$ cat config.mk
export PLATFORM = sky130hd
export DESIGN_NAME = sop_eval_unit
export DESIGN_NICKNAME = d
export VERILOG_FILES = /design/src/rtl/sop_eval_pkg.sv /design/src/rtl/sop_eval_cfg_loader.sv /design/src/rtl/sop_eval_unit.sv
export SDC_FILE = /design/constraint.sdc
export NUM_CORES = 1
export LEC_CHECK = 0
export CAP_MARGIN = 20
export CORE_MARGIN = 4
export CORE_UTILIZATION = 64
export CTS_CLUSTER_SIZE = 24
export DETAILED_ROUTE_END_ITERATION = 8
export PLACE_DENSITY_LB_ADDON = 0.12
export SLEW_MARGIN = 20
export SYNTH_ARGS = -nofsm -noshare
export SYNTH_HDL_FRONTEND = slang
export SYNTH_SLANG_ARGS = --single-unit
$ cat constraint.sdc
create_clock -name clk -period 4.2 [get_ports clk]
set_clock_uncertainty 0.1 [all_clocks]
set_input_delay 0.84 -clock clk [delete_from_list [all_inputs] [get_ports clk]]
set_output_delay 0.84 -clock clk [all_outputs]
set_load 0.005 [all_outputs]
$ cat src/rtl/sop_eval_pkg.sv
// ============================================================================
// Module : sop_eval_pkg
// Desc   : Shared types, sizing functions and parameter legality checks for
//          the programmable sum-of-products evaluation unit.
// Rev    : 1.0 - initial release
// ============================================================================
`default_nettype none

package sop_eval_pkg;

    typedef enum logic [1:0] {
        ST_IDLE   = 2'd0,
        ST_LOAD   = 2'd1,
        ST_COMMIT = 2'd2,
        ST_ERR    = 2'd3
    } cfg_state_e;

    function automatic int tbl_bits(input int n_in);
        return 1 << n_in;
    endfunction

    function automatic int words(input int n_in, input int cfg_w);
        return tbl_bits(n_in) / cfg_w;
    endfunction

    function automatic int ch_w(input int n_ch);
        return (n_ch > 1) ? $clog2(n_ch) : 1;
    endfunction

    function automatic bit params_ok(input int n_in, input int n_ch, input int cfg_w);
        return (n_in >= 2) && (n_in <= 8) && (n_ch >= 1) && (n_ch <= 8) &&
               (cfg_w > 0) && ((tbl_bits(n_in) % cfg_w) == 0);
    endfunction

endpackage

`default_nettype wire

$ cat src/rtl/sop_eval_cfg_loader.sv
// ============================================================================
// Module : sop_eval_cfg_loader
// Desc   : Truth-table load FSM: collects config beats into a shadow table and
//          issues a one-cycle commit strobe, or aborts on a malformed load.
// Rev    : 1.0 - initial release
// ============================================================================
`default_nettype none

module sop_eval_cfg_loader
    import sop_eval_pkg::*;
#(
    parameter int N_IN  = 5,
    parameter int N_CH  = 2,
    parameter int CFG_W = 8,
    parameter int TBL   = tbl_bits(N_IN),
    parameter int CH_W  = ch_w(N_CH)
) (
    input  logic             clk,
    input  logic             rst_n,
    input  logic             cfg_valid,
    output logic             cfg_ready,
    input  logic [CH_W-1:0]  cfg_ch,
    input  logic [CFG_W-1:0] cfg_data,
    input  logic             cfg_last,
    output logic             cfg_done,
    output logic             cfg_err,
    output logic             commit,
    output logic [CH_W-1:0]  commit_ch,
    output logic [TBL-1:0]   shadow
);

    localparam int WORDS = words(N_IN, CFG_W);
    localparam int CNT_W = (WORDS > 1) ? $clog2(WORDS) : 1;
    localparam logic [CNT_W-1:0] LAST_WORD = CNT_W'(WORDS - 1);

    cfg_state_e       state_q, state_d;
    logic [CH_W-1:0]  ch_q, ch_d;
    logic [TBL-1:0]   shadow_q, shadow_d;
    logic [CNT_W-1:0] count_q, count_d;
    logic             ready_q, ready_d;
    logic             done_q, done_d;
    logic             err_q, err_d;

    always_comb begin
        state_d  = state_q;
        ch_d     = ch_q;
        shadow_d = shadow_q;
        count_d  = count_q;
        case (state_q)
            ST_IDLE: begin
                if (cfg_valid) begin
                    ch_d                 = cfg_ch;
                    shadow_d[CFG_W-1:0]  = cfg_data;
                    count_d              = CNT_W'(1);
                    if (int'(cfg_ch) >= N_CH)
                        state_d = ST_ERR;
                    else if (WORDS == 1)
                        state_d = cfg_last ? ST_COMMIT : ST_ERR;
                    else
                        state_d = cfg_last ? ST_ERR : ST_LOAD;
                end
            end
            ST_LOAD: begin
                if (cfg_valid) begin
                    shadow_d[count_q*CFG_W +: CFG_W] = cfg_data;
                    count_d = count_q + 1'b1;
                    // The final word must coincide with cfg_last, anything else aborts
                    if (count_q == LAST_WORD)
                        state_d = cfg_last ? ST_COMMIT : ST_ERR;
                    else
                        state_d = cfg_last ? ST_ERR : ST_LOAD;
                end
            end
            ST_COMMIT: state_d = ST_IDLE;
            ST_ERR: begin
                state_d  = ST_IDLE;
                shadow_d = '0;
            end
            default: state_d = ST_IDLE;
        endcase
        ready_d = (state_d == ST_IDLE) || (state_d == ST_LOAD);
        done_d  = (state_d == ST_COMMIT);
        err_d   = (state_d == ST_ERR);
    end

    always_ff @(posedge clk or negedge rst_n) begin
        if (!rst_n) begin
            state_q  <= ST_IDLE;
            ch_q     <= '0;
            shadow_q <= '0;
            count_q  <= '0;
            ready_q  <= 1'b1;
            done_q   <= 1'b0;
            err_q    <= 1'b0;
        end else begin
            state_q  <= state_d;
            ch_q     <= ch_d;
            shadow_q <= shadow_d;
            count_q  <= count_d;
            ready_q  <= ready_d;
            done_q   <= done_d;
            err_q    <= err_d;
        end
    end

    assign cfg_ready = ready_q;
    assign cfg_done  = done_q;
    assign cfg_err   = err_q;
    assign commit    = done_q;
    assign commit_ch = ch_q;
    assign shadow    = shadow_q;

endmodule

`default_nettype wire

$ cat src/rtl/sop_eval_unit.sv
// ============================================================================
// Module : sop_eval_unit
// Desc   : N_CH run-time programmable N_IN-input Boolean functions, two-cycle
//          evaluation pipeline. Optional hit counter: SOP_EVAL_HITCNT_EN.
// Rev    : 1.0 - initial release
// ============================================================================
`default_nettype none

module sop_eval_unit
    import sop_eval_pkg::*;
#(
    parameter int N_IN  = 5,
    parameter int N_CH  = 2,
    parameter int CFG_W = 8,
    parameter int TBL   = tbl_bits(N_IN),
    parameter int CH_W  = ch_w(N_CH)
) (
    input  logic             clk,
    input  logic             rst_n,
    input  logic             in_valid,
    input  logic [N_IN-1:0]  in_data,
    output logic             out_valid,
    output logic [N_CH-1:0]  out_data,
    input  logic             cfg_valid,
    output logic             cfg_ready,
    input  logic [CH_W-1:0]  cfg_ch,
    input  logic [CFG_W-1:0] cfg_data,
    input  logic             cfg_last,
    output logic             cfg_done,
    output logic             cfg_err
`ifdef SOP_EVAL_HITCNT_EN
    ,
    output logic [15:0]      hit_cnt
`endif
);

    if (!params_ok(N_IN, N_CH, CFG_W)) begin : g_bad_params
        $error("sop_eval_unit: illegal N_IN/N_CH/CFG_W combination");
    end

    logic            commit;
    logic [CH_W-1:0] commit_ch;
    logic [TBL-1:0]  shadow;

    sop_eval_cfg_loader #(
        .N_IN  (N_IN),
        .N_CH  (N_CH),
        .CFG_W (CFG_W)
    ) u_loader (
        .clk       (clk),
        .rst_n     (rst_n),
        .cfg_valid (cfg_valid),
        .cfg_ready (cfg_ready),
        .cfg_ch    (cfg_ch),
        .cfg_data  (cfg_data),
        .cfg_last  (cfg_last),
        .cfg_done  (cfg_done),
        .cfg_err   (cfg_err),
        .commit    (commit),
        .commit_ch (commit_ch),
        .shadow    (shadow)
    );

    logic [N_CH-1:0][TBL-1:0] active_q, active_d;
    logic                     s1_valid_q, s1_valid_d;
    logic [N_IN-1:0]          s1_idx_q, s1_idx_d;
    logic                     out_valid_q, out_valid_d;
    logic [N_CH-1:0]          out_data_q, out_data_d;

    // Stage 2 reads active_q, so a lookup on the commit edge still sees the old table
    always_comb begin
        active_d    = active_q;
        s1_valid_d  = in_valid;
        s1_idx_d    = in_data;
        out_valid_d = s1_valid_q;
        out_data_d  = '0;
        for (int k = 0; k < N_CH; k++) begin
            out_data_d[k] = active_q[k][s1_idx_q];
            if (commit && (int'(commit_ch) == k))
                active_d[k] = shadow;
        end
    end

    always_ff @(posedge clk or negedge rst_n) begin
        if (!rst_n) begin
            active_q    <= '0;
            s1_valid_q  <= 1'b0;
            s1_idx_q    <= '0;
            out_valid_q <= 1'b0;
            out_data_q  <= '0;
        end else begin
            active_q    <= active_d;
            s1_valid_q  <= s1_valid_d;
            s1_idx_q    <= s1_idx_d;
            out_valid_q <= out_valid_d;
            out_data_q  <= out_data_d;
        end
    end

    assign out_valid = out_valid_q;
    assign out_data  = out_data_q;

`ifdef SOP_EVAL_HITCNT_EN
    logic [15:0] hit_cnt_q, hit_cnt_d;

    always_comb begin
        hit_cnt_d = hit_cnt_q;
        if (commit && (commit_ch == '0))
            hit_cnt_d = '0;
        else if (out_valid_q && out_data_q[0] && (hit_cnt_q != 16'hFFFF))
            hit_cnt_d = hit_cnt_q + 16'd1;
    end

    always_ff @(posedge clk or negedge rst_n) begin
        if (!rst_n)
            hit_cnt_q <= '0;
        else
            hit_cnt_q <= hit_cnt_d;
    end

    assign hit_cnt = hit_cnt_q;
`endif

endmodule

`default_nettype wire

### After elaboration in Yosys (flattened, before gate mapping)

Index checks and enable logic that the tools add are counted.

* bitwise gates (word level): 1
* order comparisons: 1
* equality and inequality tests: 9
* add/subtract/negate cells: 2
* mux-type cells: 18
* shifts and indexed selects: 2
* reduce and logical (&&, ||, !) cells: 13

Operators by type and width (number)
* 24-bit one-hot mux with 2 select lines: 1
* 5-bit negator with 34-bit output: 1
* 8-bit by 34-bit variable shift with 32-bit output (first input constant): 1
* 8-bit by 34-bit indexed part select with 32-bit output: 1
* 32-bit bitwise mux: 1
* 32-bit 2-to-1 mux: 1
* 8-bit one-hot mux with 3 select lines: 1
* 2-bit 2-to-1 mux: 6
* 1-bit binary-select mux with 5-bit select: 2
* 2-bit equality test (second input constant): 5
* 8-bit 2-to-1 mux: 1
* 5-bit by 6-bit less-than comparator with 1-bit output (second input constant): 1
* 2-bit one-hot mux with 3 select lines: 1
* 3-bit AND reduction: 2
* 2-bit by 1-bit equality test with 1-bit output (second input constant): 2
* 2-bit zero test: 2
* 2-bit inequality test (second input constant): 2
* 2-bit one-hot mux with 2 select lines: 1
* 2-bit AND reduction: 2
* 2-bit nonzero test: 2
* 1-bit 2-to-1 mux: 3
* 3-bit nonzero test: 1
* 2-bit by 1-bit adder with 2-bit output (second input constant): 1
* 1-bit logical AND: 2
* 3 further kinds: 3

* flip-flop bits (word level): 113
* output and inout bits: 6

### Logic depth before layout (Yosys ltp)

* depth in word-level cells: 6
* depth in mapped cells: 7
* mapped depth without buffers: 6

### Cells and area by module

A second synthesis with hierarchy kept.

* cell total of the unflattened synthesis: 347
* area, all modules: 4897.2 um^2

By module, submodules not included
* sop_eval_unit: times used 1, sequential area each 1826.8 um^2, area an instance 3201.8 um^2, cells an instance 218
* sop_eval_cfg_loader: times used 1, sequential area each 1002.2 um^2, area an instance 1695.4 um^2, cells an instance 129

### Worst setup path before layout

OpenSTA, ideal clock, no wires.

* kind: input port to flip-flop
* start point: input cfg_valid
* end point: register u_loader.shadow_q[24] (netlist: u_loader.shadow[24])
* buffers on the path: 0
* setup time: 0.067 ns
* arrival time: 1.710 ns
* slack: 2.323 ns
* cell stages on the path: 4
* cell sequence: and2b_2 nand3_2 nor4b_4 a22o_1

* longest elaborated chain between the ends: 2

Ends and longest elaborated chain
* from (decl): line sop_eval_unit.sv:24 `input logic cfg_valid,`
* 2-bit inequality test (no source line)
* 2-bit AND reduction (no source line)
* to (signal assigned): line sop_eval_cfg_loader.sv:98 `shadow_q <= shadow_d;`
* to (decl): line sop_eval_cfg_loader.sv:38 `logic [TBL-1:0] shadow_q, shadow_d;`

No other way between the ends.
A chain may end at the register's enable or synchronous reset.

### Worst setup path in the final report

* start point: register u_loader.ready_q (netlist: u_loader.cfg_ready)
* end point: output cfg_ready

RTL lines
* from (decl): line sop_eval_cfg_loader.sv:40 `logic ready_q, ready_d;`
* from (signal assigned): line sop_eval_cfg_loader.sv:100 `ready_q <= ready_d;`
* to (decl): line sop_eval_unit.sv:25 `output logic cfg_ready,`

No word-level cell between the ends.

==> results.py <==
metrics = {
    "critical_path": {
        "critical_path.top_delay_family": "flip-flops",
        "critPathCaptureType": "output port",
        "path_class": "flop to output port",
        "arrival_ns": 1.51,
        "critical_path_buf_inv_count": 1,
        "ff2ff_setup_slack_ns": 1.92,
        "path_cells": "clkdlybuf4s50_1",
        "cp_slowest_cell": "dfstp_2",
        "cp_data_required_time_ns": 3.26,
        "startpoint_type": "flop",
        "path_max_fanout": 1,
        "critPathMaxStageDelay_ns": 0.52,
    },
    "die": {
        "num_rows": 31,
        "ios": 25,
        "start_util": 0.6559,
        "die_x_um": 94.22,
        "die_h_um": 94.22,
        "die_area_mm2": 0.008876,
        "coreArea_mm2": 0.007253,
    },
    "detailed_routing": {
        "drt-initial-drc-count": 160,
        "dr.pass1.iters": 4,
        "via_count": 2909,
        "wirelength_um": 9943,
        "route.detailed.wl_per_inst_um": 20.93,
        "viasPerCell": 6.124,
        "drc": 0,
        "antenna_left": 0,
    },
    "global_route": {
        "grt_use_total": 0.2540,
        "grtUsageMet3": 0.07452,
        "grt_max_degree": 70,
        "use_met1": 0.3486,
        "grt_use_met2": 0.3788,
        "grt_first_pass_wirelength_um": 16340,
        "grt_pass1_vias": 3056,
        "grt.busiest_layer": "met2",
        "grt-ovfl-total": 0,
        "antenna_found_initial": 0,
    },
    "clock_tree": {
        "cts-root-buf": "clkbuf_8",
        "clkLatencyLatePin_ns": 0.50,
        "cts_buffers": 17,
        "clock_sinks": 113,
        "cts_buffer_depth": 2,
        "hold_buffers": 0,
        "cts_resized": 0,
        "cts-htree-levels": 4,
        "cts_tree": "yes",
        "postCtsSetupRepairBufs": 0,
        "clk_pin_slew_worst_paths_ns": 0.05,
    },
    "synthesis": {
        "async_flop_share": 1.000,
        "synth_area_leader_cell": "dfrtp_1",
        "netlist_area_mm2": 0.004757,
        "syn_inst": 331,
        "synth_nets": 355,
        "ys.warnings.count": 0,
        "synthTopCellsByArea": "dfrtp_1, mux2_2, mux2i_1",
        "ys.flop_type": "dfrtp_1",
        "synth-seq-cells": 113,
        "synthTopCellsByCount": "dfrtp_1, mux2_2, a22o_1, mux2i_1, a22oi_1",
        "synth_seq_area_share": 0.5947,
        "synth.most_common_cell": "dfrtp_1",
        "synth.distinct_cells": 33,
        "yosysTopAreaCellShare": 0.5892,
        "synth-edff-count": 0,
        "avgSynthCellArea_um2": 14.37,
    },
    "pwr": {
        "power_mw": 3.615,
        "combPwrFrac": 0.178,
        "p_sw_mw": 0.9694,
        "p_leak_nw": 2.774,
        "swShare": 0.2681,
        "powerDensity_mw_per_mm2": 639.1,
        "clockPowerShare": 0.381,
        "seq_power_share": 0.441,
        "p_int_mw": 2.646,
        "ir_drop_mv": 0.3770,
    },
    "timing": {
        "hold_viol_final": 0,
        "max_clock_freq_ghz": 0.4078,
        "rsz0062_at_grt": "no",
        "post-route-min-period_ns": 2.452,
        "hold_slack_ns": 0.2532,
        "setup_viol": 0,
        "worst_slew_pin_slew_ns": 0.9938,
        "finalSetupTns_ns": 0,
        "max_slew_margin": 0.3375,
        "fin_crit_sh": 0.5839,
        "slew_violations": 0,
    },
    "worst_hold_path": {
        "hp-class": "flop to flop",
    },
    "final_layout": {
        "layout.nets": 387,
        "antenna_cells": 0,
        "utilization": 0.7799,
        "final_area_mm2": 0.005657,
        "syn_to_final_growth_pct": 18.91,
        "nFillCells": 447,
        "layout-drive-gt1-share": 0.2793,
    },
    "placed_design": {
        "port_buffers": 24,
        "dp_hpwl_um": 6427,
        "postPlaceCellArea_mm2": 0.005079,
        "gp_congestion": 0.8215,
    },
    "status": {
        "outcome": "complete, no violations",
    },
    "run": {
        "cap_violations": 0,
    },
}
-- flip-flops by register name (all words and copies together) (netlist names) --
register            flops
active_q               64
out_data                2
out_valid               1
out_valid_d             1
s1_idx_q                5
u_loader.cfg_done       1
u_loader.cfg_err        1
u_loader.cfg_ready      1
u_loader.commit_ch      1
u_loader.count_q        2
u_loader.shadow        32
u_loader.state_q        2
-- metal layers --
layer | wire, um | vias up
met5 | 0 | -
met4 | 249 | 0
met3 | 500 | 20
li1 | - | 1303
met1 | 4473 | 1501
met2 | 4720 | 85
-- power by group through the flow --
stage          logic (mW)  registers (mW)  clock network, mW
2_1_floorplan       0.501            1.51                  0
6_report            0.644            1.60               1.38
3_5_place_dp        0.641            1.60                  0
3_3_place_gp        0.616            1.59                  0
4_1_cts             0.649            1.59               1.39
5_1_grt             0.716            1.63               1.46
-- cells in the final DEF, fill, tap and decap left out, drive strengths merged, types with 5 or more instances in the layout --
cell           count
a22o              32
a22oi             14
buf                5
clkbuf            26
clkdlybuf4s50     23
dfrtp            112
ha                 5
mux2              65
mux2i             32
nand2             11
nor2               6
-- path summary, 6_finish.rpt --
path / from / to / cells past startpoint
setup reg to reg: u_loader.count_q[0] / u_loader.shadow[1] / 6
setup / recovery: u_loader.cfg_ready / cfg_ready / 1
min in group asynchronous: rst_n / active_q[47] / 1
hold / removal: out_valid_d / out_valid / 0
hold reg to reg: out_valid_d / out_valid / 0
max in group asynchronous: rst_n / u_loader.cfg_ready / 2
-- cell type report --
class                      count  area [um2]  share of cell area
tap                           99       123.9             0.02190
multi-input combinational    199        1842              0.3256
inverter                       4       15.01            0.002654
sequential                   113        2830              0.5003
timing repair buffer          28       267.8             0.04733
clock inverter                 6       80.08             0.01416
clock buffer                  26       498.0             0.08803
-- cell families after synthesis --
kind of cell / Yosys count / share of synthesized area
flops: 113 / 0.5947
fa+ha+maj: 5 / 0.01315
buf+inv: 19 / 0.01867
compound gates: 62 / 0.1026
simple gates: 35 / 0.04972
mux: 97 / 0.2212
-- through the flow --
step	setup slack (ns)	instances
2_1_floorplan	2.323	331
3_3_place_gp	1.588	443
3_5_place_dp	1.510	443
4_1_cts	1.727	475
5_1_grt	1.689	475
6_report	1.748	475
(Power assumes the default switching activity.)
